===== config.mk =====
export PLATFORM = sky130hd
export DESIGN_NAME = rx_link_sync
export DESIGN_NICKNAME = d
export VERILOG_FILES = /design/src/rtl/rx_link_sync.sv
export SDC_FILE = /design/constraint.sdc
export NUM_CORES = 1
export LEC_CHECK = 0
export ABC_AREA = 1
export CORE_ASPECT_RATIO = 0.6
export CORE_MARGIN = 2
export CORE_UTILIZATION = 32
export DETAILED_ROUTE_END_ITERATION = 8
export PLACE_DENSITY_LB_ADDON = 0.25
export SLEW_MARGIN = 5
export SYNTH_ARGS = -nofsm -noshare
export SYNTH_HDL_FRONTEND = slang
export SYNTH_SLANG_ARGS = --single-unit

===== constraint.sdc =====
create_clock -name BitCLK_10 -period 1.5 [get_ports BitCLK_10]
set_input_delay 0.3 -clock BitCLK_10 [delete_from_list [all_inputs] [get_ports BitCLK_10]]
set_output_delay 0.3 -clock BitCLK_10 [all_outputs]
set_load 0.02 [all_outputs]

===== src/rtl/rx_link_sync.sv =====
// Link synchronisation for an 8b/10b receiver: comma alignment with bit slips,
// sync acquisition, and credit-based loss-of-sync detection.
`timescale 1ns/1ps
module rx_link_sync #(
    parameter int unsigned SLIP_WINDOW  = 20,
    parameter int unsigned SLIP_SETTLE  = 4,
    parameter int unsigned COMMA_NEEDED = 3,
    parameter int unsigned GOOD_RUN     = 4,
    parameter int unsigned ERR_LIMIT    = 4
) (
    input  logic       BitCLK_10,
    input  logic       Reset,
    input  logic       Link_Enable,
    input  logic [9:0] RxParallel_10,
    input  logic       Decode_Error,
    input  logic       Disparity_Error,
    output logic       Sync_Status,
    output logic       BitSlip,
    output logic       Comma_Detect,
    output logic       Lock_Lost,
    output logic [7:0] Error_Count
);
    localparam int unsigned NC_W = $clog2(SLIP_WINDOW + 1);
    localparam int unsigned ST_W = $clog2(SLIP_SETTLE + 1);
    localparam int unsigned CC_W = $clog2(COMMA_NEEDED + 1);
    localparam int unsigned GR_W = $clog2(GOOD_RUN + 1);
    localparam int unsigned CR_W = $clog2(ERR_LIMIT + 1);

    typedef enum logic [1:0] {ST_LOS, ST_SETTLE, ST_ACQ, ST_SYNC} state_t;

    state_t            state_q, state_d;
    logic [NC_W-1:0]   nocomma_q, nocomma_d;
    logic [ST_W-1:0]   settle_q, settle_d;
    logic [CC_W-1:0]   comma_q, comma_d;
    logic [GR_W-1:0]   run_q, run_d;
    logic [CR_W-1:0]   credit_q, credit_d;
    logic [7:0]        err_cnt_q, err_cnt_d;
    logic              sync_q, sync_d;
    logic              slip_q, slip_d;
    logic              cd_q, cd_d;
    logic              lost_q, lost_d;

    logic              invalid_c;
    logic              good_comma_c;
    logic              unused_bits_c;

    // g, h and j take no part in comma detection
    assign unused_bits_c = ^RxParallel_10[9:7];

    assign invalid_c    = Decode_Error | Disparity_Error;
    assign good_comma_c = cd_q & ~invalid_c;

    always_comb begin
        state_d   = state_q;
        nocomma_d = nocomma_q;
        settle_d  = settle_q;
        comma_d   = comma_q;
        run_d     = run_q;
        credit_d  = credit_q;
        err_cnt_d = err_cnt_q;
        slip_d    = 1'b0;
        lost_d    = 1'b0;
        cd_d      = (RxParallel_10[6:0] == 7'h7C) || (RxParallel_10[6:0] == 7'h03);

        if (!Link_Enable) begin
            state_d   = ST_LOS;
            nocomma_d = '0;
            settle_d  = '0;
            comma_d   = '0;
            run_d     = '0;
            credit_d  = '0;
            lost_d    = (state_q == ST_SYNC);
        end else begin
            unique case (state_q)
                ST_LOS: begin
                    if (good_comma_c) begin
                        nocomma_d = '0;
                        comma_d   = CC_W'(1);
                        state_d   = ST_ACQ;
                    end else if (nocomma_q + NC_W'(1) >= NC_W'(SLIP_WINDOW)) begin
                        nocomma_d = '0;
                        settle_d  = '0;
                        slip_d    = 1'b1;
                        state_d   = ST_SETTLE;
                    end else begin
                        nocomma_d = nocomma_q + NC_W'(1);
                    end
                end
                ST_SETTLE: begin
                    if (settle_q + ST_W'(1) >= ST_W'(SLIP_SETTLE)) begin
                        settle_d  = '0;
                        nocomma_d = '0;
                        state_d   = ST_LOS;
                    end else begin
                        settle_d = settle_q + ST_W'(1);
                    end
                end
                ST_ACQ: begin
                    if (invalid_c) begin
                        comma_d   = '0;
                        nocomma_d = '0;
                        state_d   = ST_LOS;
                    end else if (cd_q) begin
                        if (comma_q + CC_W'(1) >= CC_W'(COMMA_NEEDED)) begin
                            comma_d  = '0;
                            run_d    = '0;
                            credit_d = '0;
                            state_d  = ST_SYNC;
                        end else begin
                            comma_d = comma_q + CC_W'(1);
                        end
                    end
                end
                ST_SYNC: begin
                    // an invalid symbol always beats a completing good run
                    if (invalid_c) begin
                        run_d = '0;
                        if (err_cnt_q != 8'hFF) begin
                            err_cnt_d = err_cnt_q + 8'd1;
                        end
                        if (credit_q + CR_W'(1) >= CR_W'(ERR_LIMIT)) begin
                            credit_d = '0;
                            comma_d  = '0;
                            lost_d   = 1'b1;
                            state_d  = ST_LOS;
                        end else begin
                            credit_d = credit_q + CR_W'(1);
                        end
                    end else if (run_q + GR_W'(1) >= GR_W'(GOOD_RUN)) begin
                        run_d = '0;
                        if (credit_q != '0) begin
                            credit_d = credit_q - CR_W'(1);
                        end
                    end else begin
                        run_d = run_q + GR_W'(1);
                    end
                end
                default: state_d = ST_LOS;
            endcase
        end

        sync_d = (state_d == ST_SYNC);
    end

    always_ff @(posedge BitCLK_10 or posedge Reset) begin
        if (Reset) begin
            state_q   <= ST_LOS;
            nocomma_q <= '0;
            settle_q  <= '0;
            comma_q   <= '0;
            run_q     <= '0;
            credit_q  <= '0;
            err_cnt_q <= '0;
            sync_q    <= 1'b0;
            slip_q    <= 1'b0;
            cd_q      <= 1'b0;
            lost_q    <= 1'b0;
        end else begin
            state_q   <= state_d;
            nocomma_q <= nocomma_d;
            settle_q  <= settle_d;
            comma_q   <= comma_d;
            run_q     <= run_d;
            credit_q  <= credit_d;
            err_cnt_q <= err_cnt_d;
            sync_q    <= sync_d;
            slip_q    <= slip_d;
            cd_q      <= cd_d;
            lost_q    <= lost_d;
        end
    end

    assign Sync_Status  = sync_q;
    assign BitSlip      = slip_q;
    assign Comma_Detect = cd_q;
    assign Lock_Lost    = lost_q;
    assign Error_Count  = err_cnt_q;

endmodule


==> results.md <==
* DP HPWL at 3.021 mm
* Fill cells at between 500 and 600
* Commonest cells after routing, fill and taps aside: nand2_1, buf_4, dfrtp_1
* Final instance area at between 2000 and 3000 um2
* Final Power at 3.562 mW
* GRT overflow at 0
* Worst hold slack at 0.3453 ns
* Routed WL at around 4.3 mm
* Endpoints failing setup at 4
* Slew @ Worst Pin at between 0.4 and 0.5 ns
* Final Hold Viols at 0
* Clock sinks at 30
* Mapped Nets at roughly 250
* Worst Hold Class: in -> async
* Power Density at roughly 1300 nW/um2
* Clock skew at 0.005312 ns
* CTS tree: yes
* Status: finished with violations
* Avg Cell Area, Syn at slightly above 8 um2
* DRC viols at 0
* Max Fclk at ~0.66 GHz
* Row cnt at 21
* Syn Inst Count at around 230
* Clock-pin transition on the worst setup and hold timing paths at 0.07 ns
* Maximum fanout along the worst path at 4
* DP Worst Slack at -0.2718 ns
* CP arrival at around 1.7 ns
* Crit share post-route at 101.2%
* Worst relative slew slack at just over 70%
* Failing checks: setup timing
* Global-route wire length before repair at around 7 mm
* Htree depth at 2
* Die Height at approximately 63 um
* CP endpoint kind: flip-flop
* Max Slew Vio Count at 0
* Yosys warns at 0
* Placed insts at between 300 and 400
* Antenna viol nets, final at 0
* WP data required at 1.72 ns
* Area grow syn2layout at 52.32%
* Routability cong. at between 0.8 and 0.9
* Vias in the first global route at roughly 1500
* Initial antenna violation count at 0
* Clock Latency Late Sink at a little under 0.3 ns
* Most common cell after layout, fill and taps aside: nand2_1
* Post-layout util at 50.33%
* Static Leak at roughly 1.4 nW
* Drt first pass iters at 4
* Initial Util at between 30 and 40%
* Synthesized area at 1832 um2
* Die area at 6365 um2
* Worst vdd ir at a little over 0.6 mV
* Drt via density at about 4.5
* Wire per inst at between 10 and 15 um
* Die Wd at 101.7 um
* Post-Layout Cell Count at around 380
* Num CTS Buffers at 5
* Clk root buf: clkbuf_8
* CP startpoint kind: flip-flop
* Ant. Diodes at 0
* PortBufs at 23
* Setup ws final at -0.01758 ns
* Setup TNS at -0.02948 ns
* Share of cells above drive strength 1 at between 30% and 40%
* Total Routing Usage GR at between 10% and 20%
* DP Area at 2415 um2
* DR iter-0 viols at 68
* Number of top-level pins at 27
* Library cells used by synthesis at 27
* Seq/Total Area, Yosys at between 40 and 50%
* Pin count of the biggest net entering global routing at 31
* CTS max path bufs at 2
* CTS Hold Buffers Added at 0
* Post-layout min period at around 1.5 ns
* Nets at 325
* Core area at around 5500 um2
* Post-synthesis register bit count at 30
* RSZ-0062 raised after global routing: yes
* CP Class: reg -> reg
* Via count at around 1700
* Max-cap violation count at 0
layout make-up:
class	count	area [um2]	area share, %
multi-input cells	163	1156	41.43
flip-flops and latches	30	752.0	26.95
repair buffers	65	554.3	19.87
inverters	33	132.6	4.753
well taps	80	100.1	3.587
clock buffers	6	82.58	2.960
clock inverters	2	12.51	0.4484
path summary, 6_finish.rpt:
path | slack [ns] | cells past startpoint | start | to
max in group asynchronous | 0.97 | 3 | Reset | state_q[0]$_DFF_PP0_
min in group BitCLK_10 | 0.51 | 1 | Error_Count[2]$_DFFE_PP0P_ | Error_Count[2]$_DFFE_PP0P_
min | 0.35 | 3 | Reset | nocomma_q[4]$_DFFE_PP0P_
max | -0.02 | 10 | state_q[0]$_DFF_PP0_ | comma_q[1]$_DFFE_PP0P_
min reg2reg | 0.51 | 1 | Error_Count[2]$_DFFE_PP0P_ | Error_Count[2]$_DFFE_PP0P_
max reg2reg | -0.02 | 10 | state_q[0]$_DFF_PP0_ | comma_q[1]$_DFFE_PP0P_
registers in the layout (all words and copies together) (netlist names):
| name | flops |
|---|---|
| BitSlip | 1 |
| Comma_Detect | 1 |
| Error_Count | 8 |
| Lock_Lost | 1 |
| Sync_Status | 1 |
| comma_q | 2 |
| credit_q | 3 |
| nocomma_q | 5 |
| run_q | 3 |
| settle_q | 3 |
| state_q | 2 |
layer usage:
layer	vias to the layer above	routed length [um]	global-route usage, %
li1	875	-	-
met5	-	0	0
met1	777	2264	20.92
met4	0	46	4.561
met3	5	225	4.362
met2	40	1794	19.08
worst max-delay path, stage by stage, from the launching register on:
cell and delay, ns:
dfrtp_2 0.44, inv_4 0.09, ha_4 0.18, inv_4 0.04, buf_4 0.12, buf_4 0.12
nand4_1 0.07, nand2_2 0.07, nor2_4 0.13, nand4_1 0.10, o21ai_1 0.08
what timing repair did:
action / CTS / global route
resized for setup: 42 / 36
pin swaps: 10 / 23
endpoints found under the setup margin: 27 / 25
setup buffers: 4 / 5
power breakdown:
group	internal (mW)	switching, mW
clock network	0.369	0.345
registers	0.928	0.119
logic	0.864	0.936
total	2.16	1.40
logic make-up (layout without fill, tap and decap cells):
| group | Yosys count | after routing | share of synthesized area [%] |
|---|---|---|---|
| xor+xnor | 9 | 9 | 4.303 |
| simple gates | 122 | 122 | 33.27 |
| fa+ha+maj | 12 | 12 | 8.197 |
| compound gates | 20 | 20 | 6.011 |
| flops | 30 | 30 | 40.98 |
| buf+inv | 34 | 106 | 7.240 |
cells in the mapped netlist:
library cell / n / share of area (%)
nand2_4: 2 / 1.2
xnor2_1: 5 / 2.4
o21a_1: 1 / 0.41
or2_2: 1 / 0.34
nor2_1: 17 / 3.5
nor3_4: 2 / 1.8
nand3_4: 1 / 0.96
o41ai_1: 1 / 0.48
o21ai_1: 4 / 1.1
a21oi_1: 5 / 1.4
buf_4: 1 / 0.41
o21ai_0: 8 / 2.2
nand3_2: 2 / 1.1
nand3_1: 16 / 4.4
inv_1: 29 / 5.9
clkinv_2: 1 / 0.27
dfrtp_1: 30 / 41
and2_1: 1 / 0.34
nor3_1: 6 / 1.6
ha_1: 12 / 8.2
nand4_1: 11 / 3.8
nand2_2: 4 / 1.4
inv_2: 3 / 0.61
o21a_2: 1 / 0.48
xor2_1: 4 / 1.9
nor2_4: 2 / 1.2
nand2_1: 57 / 12
Note: power is estimated with default switching activity, not from simulation.
